$ cat config.mk
export PLATFORM = sky130hd
export DESIGN_NAME = rvfi_trace_fifo
export DESIGN_NICKNAME = d
export VERILOG_FILES = /design/src/rtl/rvfi_trace_fifo.sv
export SDC_FILE = /design/constraint.sdc
export NUM_CORES = 2
export LEC_CHECK = 0
export CORE_MARGIN = 5
export CORE_UTILIZATION = 60
export CTS_BUF_LIST = sky130_fd_sc_hd__clkbuf_8 sky130_fd_sc_hd__clkbuf_16
export CTS_CLUSTER_DIAMETER = 80
export DETAILED_ROUTE_END_ITERATION = 12
export PLACE_DENSITY = 0.81
export SYNTH_ARGS = -nofsm -noshare
export SYNTH_HDL_FRONTEND = slang
export SYNTH_SLANG_ARGS = --single-unit
$ cat constraint.sdc
create_clock -name clk -period 77.5 [get_ports clk]
set_input_delay 15.5 -clock clk [delete_from_list [all_inputs] [get_ports clk]]
set_output_delay 15.5 -clock clk [all_outputs]
set_load 0.02 [all_outputs]
$ cat src/rtl/rvfi_trace_fifo.sv
// rvfi_trace_fifo: retirement-trace queue between the core's retire point
// and the RVFI host consumer. Captures one sanitised packet per retired
// instruction, stamps a 64-bit order number, presents the head packet
// first-word-fall-through, requests a core halt near capacity and counts
// packets lost to overflow.
module rvfi_trace_fifo #(
    parameter int DEPTH       = 8,
    parameter int HALT_MARGIN = 2
) (
    input  logic                       clk,
    input  logic                       rst_n,
    input  logic                       ret_valid,
    input  logic [31:0]                ret_pc_rdata,
    input  logic [31:0]                ret_pc_wdata,
    input  logic [31:0]                ret_insn,
    input  logic                       ret_trap,
    input  logic [4:0]                 ret_rd_addr,
    input  logic [31:0]                ret_rd_wdata,
    input  logic [31:0]                ret_mem_addr,
    input  logic [3:0]                 ret_mem_rmask,
    input  logic [3:0]                 ret_mem_wmask,
    input  logic [31:0]                ret_mem_rdata,
    input  logic [31:0]                ret_mem_wdata,
    output logic                       out_valid,
    input  logic                       out_ready,
    output logic [63:0]                out_order,
    output logic [31:0]                out_pc_rdata,
    output logic [31:0]                out_pc_wdata,
    output logic [31:0]                out_insn,
    output logic                       out_trap,
    output logic [4:0]                 out_rd_addr,
    output logic [31:0]                out_rd_wdata,
    output logic [31:0]                out_mem_addr,
    output logic [3:0]                 out_mem_rmask,
    output logic [3:0]                 out_mem_wmask,
    output logic [31:0]                out_mem_rdata,
    output logic [31:0]                out_mem_wdata,
    output logic [$clog2(DEPTH):0]     count,
    output logic                       halt_req,
    output logic                       overflow,
    output logic [15:0]                drop_count
);

    localparam int AW = $clog2(DEPTH);
    localparam int CW = AW + 1;
    localparam logic [CW-1:0] FULL   = CW'(DEPTH);
    localparam logic [CW-1:0] THRESH = CW'(DEPTH - HALT_MARGIN);

    typedef struct packed {
        logic [63:0] order;
        logic [31:0] pc_rdata;
        logic [31:0] pc_wdata;
        logic [31:0] insn;
        logic        trap;
        logic [4:0]  rd_addr;
        logic [31:0] rd_wdata;
        logic [31:0] mem_addr;
        logic [3:0]  mem_rmask;
        logic [3:0]  mem_wmask;
        logic [31:0] mem_rdata;
        logic [31:0] mem_wdata;
    } pkt_t;

    pkt_t            mem [DEPTH];
    pkt_t            cap;
    pkt_t            head;
    logic [AW-1:0]   wr_ptr, rd_ptr;
    logic [63:0]     order;
    logic [CW-1:0]   next_count;
    logic            push, pop, drop;

    // Handshake decode: a pop frees a slot for a same-cycle push even when full.
    always_comb begin
        pop  = (count != '0) && out_ready;
        push = ret_valid && ((count != FULL) || pop);
        drop = ret_valid && !push;
        next_count = count;
        case ({push, pop})
            2'b10:   next_count = count + CW'(1);
            2'b01:   next_count = count - CW'(1);
            default: next_count = count;
        endcase
    end

    // Capture-time sanitisation: x0 writes and trapped instructions carry no rd/mem effects.
    always_comb begin
        cap           = '0;
        cap.order     = order;
        cap.pc_rdata  = ret_pc_rdata;
        cap.pc_wdata  = ret_pc_wdata;
        cap.insn      = ret_insn;
        cap.trap      = ret_trap;
        cap.rd_addr   = ret_trap ? 5'd0 : ret_rd_addr;
        cap.rd_wdata  = (ret_trap || ret_rd_addr == 5'd0) ? 32'd0 : ret_rd_wdata;
        cap.mem_addr  = ret_mem_addr;
        cap.mem_rmask = ret_trap ? 4'd0 : ret_mem_rmask;
        cap.mem_wmask = ret_trap ? 4'd0 : ret_mem_wmask;
        cap.mem_rdata = ret_mem_rdata;
        cap.mem_wdata = ret_mem_wdata;
    end

    // Packet storage; contents are don't-care after reset so no reset here.
    always_ff @(posedge clk) begin
        if (rst_n && push)
            mem[wr_ptr] <= cap;
    end

    // Pointers, occupancy, order stamp, halt request and overflow bookkeeping.
    always_ff @(posedge clk) begin
        if (!rst_n) begin
            wr_ptr     <= '0;
            rd_ptr     <= '0;
            count      <= '0;
            order      <= '0;
            halt_req   <= 1'b0;
            overflow   <= 1'b0;
            drop_count <= '0;
        end else begin
            if (push) begin
                wr_ptr <= wr_ptr + 1'b1;
                order  <= order + 64'd1;
            end
            if (pop)
                rd_ptr <= rd_ptr + 1'b1;
            count    <= next_count;
            halt_req <= (next_count >= THRESH);
            if (drop) begin
                overflow <= 1'b1;
                if (drop_count != 16'hFFFF)
                    drop_count <= drop_count + 16'd1;
            end
        end
    end

    // First-word-fall-through head view.
    assign head          = mem[rd_ptr];
    assign out_valid     = (count != '0);
    assign out_order     = head.order;
    assign out_pc_rdata  = head.pc_rdata;
    assign out_pc_wdata  = head.pc_wdata;
    assign out_insn      = head.insn;
    assign out_trap      = head.trap;
    assign out_rd_addr   = head.rd_addr;
    assign out_rd_wdata  = head.rd_wdata;
    assign out_mem_addr  = head.mem_addr;
    assign out_mem_rmask = head.mem_rmask;
    assign out_mem_wmask = head.mem_wmask;
    assign out_mem_rdata = head.mem_rdata;
    assign out_mem_wdata = head.mem_wdata;

endmodule

**After elaboration in Yosys (flattened, before gate mapping)**

Memory sizes are Yosys's and may differ from the RTL's. A register that Yosys moved wholly into a read port is not among the register bits.
Cells that the tools add are included.

- Add/sub/neg operators: 6
- Reductions and logical operators: 10
- Equal/unequal tests: 4
- Muxes and demuxes: 9
- Magnitude comparators: 1

Operators with widths:

| cell | number |
|---|---|
| adder 64 x 1 -> 64 bit, second input constant | 1 |
| 2-to-1 mux 32 bit | 1 |
| adder 16 x 1 -> 16 bit, second input constant | 1 |
| inequality test 16 bit, second input constant | 1 |
| 2-to-1 mux 4 bit | 2 |
| case mux 4 bit (2 select lines) | 1 |
| adder 3 x 1 -> 3 bit, second input constant | 2 |
| 2-to-1 mux 3 bit | 2 |
| logical NOT 5 bit | 1 |
| 2-to-1 mux 5 bit | 1 |
| adder 4 x 1 -> 4 bit, second input constant | 1 |
| >= comparator 4 x 3 -> 1 bit, second input constant | 1 |
| logical AND 1 bit | 4 |
| inequality test 4 bit, second input constant | 1 |
| nonzero test 4 bit | 1 |
| subtractor 4 x 1 -> 4 bit, second input constant | 1 |
| equality test 2 x 1 -> 1 bit, second input constant | 1 |
| equality test 2 bit, second input constant | 1 |
| logical OR 1 bit | 2 |
| 2-to-1 mux 1 bit | 2 |
| AND reduction 2 bit | 1 |
| logical NOT 1 bit | 1 |

- Logic and storage cells: 38
- Output and inout bits: 325
- Input bits: 242
- Bits in writable memories: 2416
- Bits in registers: 92
- Memories kept: 1

Memory list:

| memory | depth | width | read ports | clocked after memory_dff | wr ports | RTL line | source |
|---|---|---|---|---|---|---|---|
| mem | 8 | 302 | 1 | 1 | 1 | 64 | `pkt_t mem [DEPTH];` |

**Logic depth before layout (Yosys ltp)**

- Depth after elaboration: 7
- Gate-level depth with buffers: 9

**Worst setup path after synthesis**

No wires, ideal clock.

- Path kind: input-to-reg
- Start: input port out_ready
- End: memory mem[1][0] (netlist name), enable pin
- Stages: 4
- Required time: 76.165 ns
- Slack: 39.459 ns
- Data arrival time: 36.706 ns
- Cell sequence: nor2b_1 > a21oi_1 > nand2_1 > nor3_1

- Word-level cells in the longest chain between the ends: 6

Ends and longest elaborated chain:

| item | RTL line | source |
|---|---|---|
| from (decl) | 25 | `input logic out_ready,` |
| logical AND 1 bit | 74 | `pop = (count != '0) && out_ready;` |
| logical OR 1 bit | 75 | `push = ret_valid && ((count != FULL) \|\| pop);` |
| logical AND 1 bit | 75 |  |
| logical AND 1 bit | 104 | `if (rst_n && push)` |
| 2-to-1 mux 1 bit | 104 |  |
| 2-to-1 mux 1 bit (not written as such) | 105 | `mem[wr_ptr] <= cap;` |
| to (decl) | 64 |  |

No other way between the ends.

==> results_dict.tcl <==
set metrics [dict create \
    initial_core_util_pct 60.2 \
    cts_setup_buffers 0 \
    r2r_cells 8 \
    dieArea_sq_um 167000 \
    yosys_warnings 0 \
    place_inst 6595 \
    timing.rr.start "count[1]" \
    grt_pass1_vias 46980 \
    synth-seq-area-share_pct 78.2 \
    netSwitchingPower_mw 0.790 \
    area_growth_pct 16.5 \
    fillers 8806 \
    htree_levels 4 \
    vias 44482 \
    wl_per_cell_um 29.1 \
    numCtsBuffers 229 \
    nets 5003 \
    cp_num_buf_inv 5 \
    regArea_sq_um 74500 \
    path_class "flip-flop to output pin" \
    ys_types 55 \
    cts_resized 0 \
    overflow 0 \
    clock-skew-final_ps 67.2 \
    report.final.setup_viol 0 \
    fmax_mhz 45.1 \
    path_common_cell "buf_4" \
    async_reset_ff_share_pct 0 \
    grt.total_usage_pct 24.7 \
    synth_common_cells "edfxtp_1, mux4_2, mux2_2, clkbuf_1, dfxtp_1" \
    drv_cap 0 \
    powerDensity_nw_per_um2 28.9 \
    final_area_sq_um 111000 \
    p_comb_share_pct 18.0 \
    cp_data_required_time_ps 62000 \
    clock_latency_ps 870 \
    status "finished clean" \
    hp-class "flip-flop to flip-flop" \
    io_pins 567 \
    ir_drop_v 0.0000314 \
    cp.depth 7 \
    slew_headroom_pct 26.6 \
    rows 146 \
    whs_path_depth 1 \
    cts_tree "yes" \
    io_buffers 566 \
    place.gp.congestion 0.763 \
    tightest_slew_ps 1100 \
    syn-cell-area_sq_um 95200 \
    synthSimpleGateAreaFrac_pct 1.84 \
    firstDrtPassIters 5 \
    grt_max_degree 148 \
    p_clk_share_pct 34.3 \
    dp_hpwl_um 109000 \
    yosysMostFrequentCell "edfxtp_1" \
    period_minus_slack_ps 22180 \
    synthXorXnorAreaFrac_pct 0.442 \
    fin_crit_sh_pct 28.6 \
    die_h_um 408 \
    die_w_um 408 \
    seq_power_share_pct 47.7 \
    rsz0062_at_grt "no" \
    power.internal_mw 2.41 \
    power_mw 3.20 \
    grt_pass1_wl_um 309000 \
    finalSetupTns_ps 0 \
    reg2reg_slack_ps 72020 \
    hold_viol_final 0 \
    crit_path_end "out_mem_rdata[24]" \
    synth.mux.area_fraction_pct 18.0 \
    viasPerCell 6.31 \
    report.final.slew_viol_count 0 \
    drc_errors 0 \
    instances_no_fill 7050 \
    cp_max_fo 52 \
    hold_slack_ps 471 \
    drt_iter0_drc 4434 \
    critPathMaxStageDelay_ps 910 \
    synth_nets 4330 \
    yosysTopAreaCellShare_pct 76.2 \
    path_clk_slew_ps 60 \
    synthAdderAreaFrac_pct 0.0999 \
    critPathSlowestCell "buf_4" \
    hold_buffers 0 \
    netlist_instances 4081 \
    arrival_ps 6680 \
    ys_top_cells_by_area "edfxtp_1, mux4_2, mux2_2" \
    start_kind "flip-flop" \
    cts_buffer_depth 3 \
    worstPathCellList "buf_4 > buf_4 > buf_4 > buf_4 > mux4_2 > mux2_2 > clkdlybuf4s50_1" \
    cp_top_family "buffers and inverters" \
    final_antenna_net_count 0 \
    multiInputGateArea_sq_um 19900 \
    p_sw_share_pct 24.7 \
    synth_edf_count 2416 \
    yosysTopAreaCell "edfxtp_1" \
    core_sq_um 158000 \
    syn_avg_cell_area_sq_um 23.3 \
    worstSetupEndpointType "output pin" \
    ys.flop_type "edfxtp_1" \
    timing.final.ws_setup_ps 55320 \
    antenna_found_initial 33 \
    postLayoutCoreUtil_pct 70.2 \
    placed_area_sq_um 103000 \
    p_leak_nw 35.0 \
    dp_slack_ps 55980 \
    cts_root_buffer "clkbuf_16" \
    synth_compound_area_share_pct 0.530 \
    synth_top_family_by_area "multiplexers" \
    crit-reg2reg-capture "mem[2][202]" \
    ys_seq_elements 2511 \
    drive_above_1_share_pct 26.9 \
    wirelength_um 205000 \
    numClockSinks 2511 \
]
metal layers:
layer,share of wire [%],global-route usage [%],routed length [um]
met5,0.091,0,186
met4,2.7,7.50,5520
met3,8.5,5.95,17300
met2,51,41.3,105000
met1,37,33.1,76800
cells in the final DEF (no fill, tap or decap), types with 27 or more instances in the layout:
master	Yosys	layout
a21oi_1	36	35
and2_1	37	37
buf_4	1	57
clkbuf_16	0	231
clkdlybuf4s50_1	0	566
clkinv_1	0	46
clkinv_2	0	47
dfxtp_1	95	92
diode_2	0	30
edfxtp_1	2416	2416
inv_1	13	65
mux2_2	302	302
mux4_2	604	604
nand2_1	39	39
nand3_1	39	39
nand4_1	27	27
nor2_1	60	56
how the worst min path moves through the flow:
stage / from / to / slack (ps)
5_1_grt: overflow / overflow / 510
3_3_place_gp: overflow / overflow / 460
3_5_place_dp: overflow / overflow / 460
2_1_floorplan: rd_ptr[2] / flip-flop / 460
4_1_cts: overflow / overflow / 470
6_report: overflow / overflow / 470
area by class of cell:
cell class	count	share of cell area, %
diodes	30	0.0677
clock buffers	237	5.29
clock inverters	188	1.40
inverters	14	0.0474
multi-input cells	1364	18.0
flip-flops and latches	2511	67.2
well taps	2072	2.34
repair buffers	634	5.70
cells by family after synthesis:
logic type,Yosys count
xor+xnor,48
mux,915
simple gates,310
flops,2511
buf+inv,206
fa+ha+maj,7
compound gates,84
registers in the layout (all words and copies together), names as in the netlist, named ones only:
register    count
mem          2416
rd_ptr          3
drop_count     16
wr_ptr          3
count           4
overflow        1
halt_req        1
order          64
worst register-to-register path: stages (launching register included):
cell,delay [ps]
dfxtp_1,500
nor3_2,150
a21oi_1,620
nand2b_1,380
nor3_2,350
buf_4,680
buf_4,870
buf_4,710
buf_4,800
power groups by stage:
stage	sequential [mW]	combinational (mW)	clock, mW
2_1_floorplan	1.57	0.365	0
3_3_place_gp	1.55	0.568	0
3_5_place_dp	1.55	0.574	0
4_1_cts	1.53	0.583	1.11
5_1_grt	1.53	0.607	1.18
6_report	1.53	0.575	1.10
No activity file was read; power rests on OpenSTA's default activity.
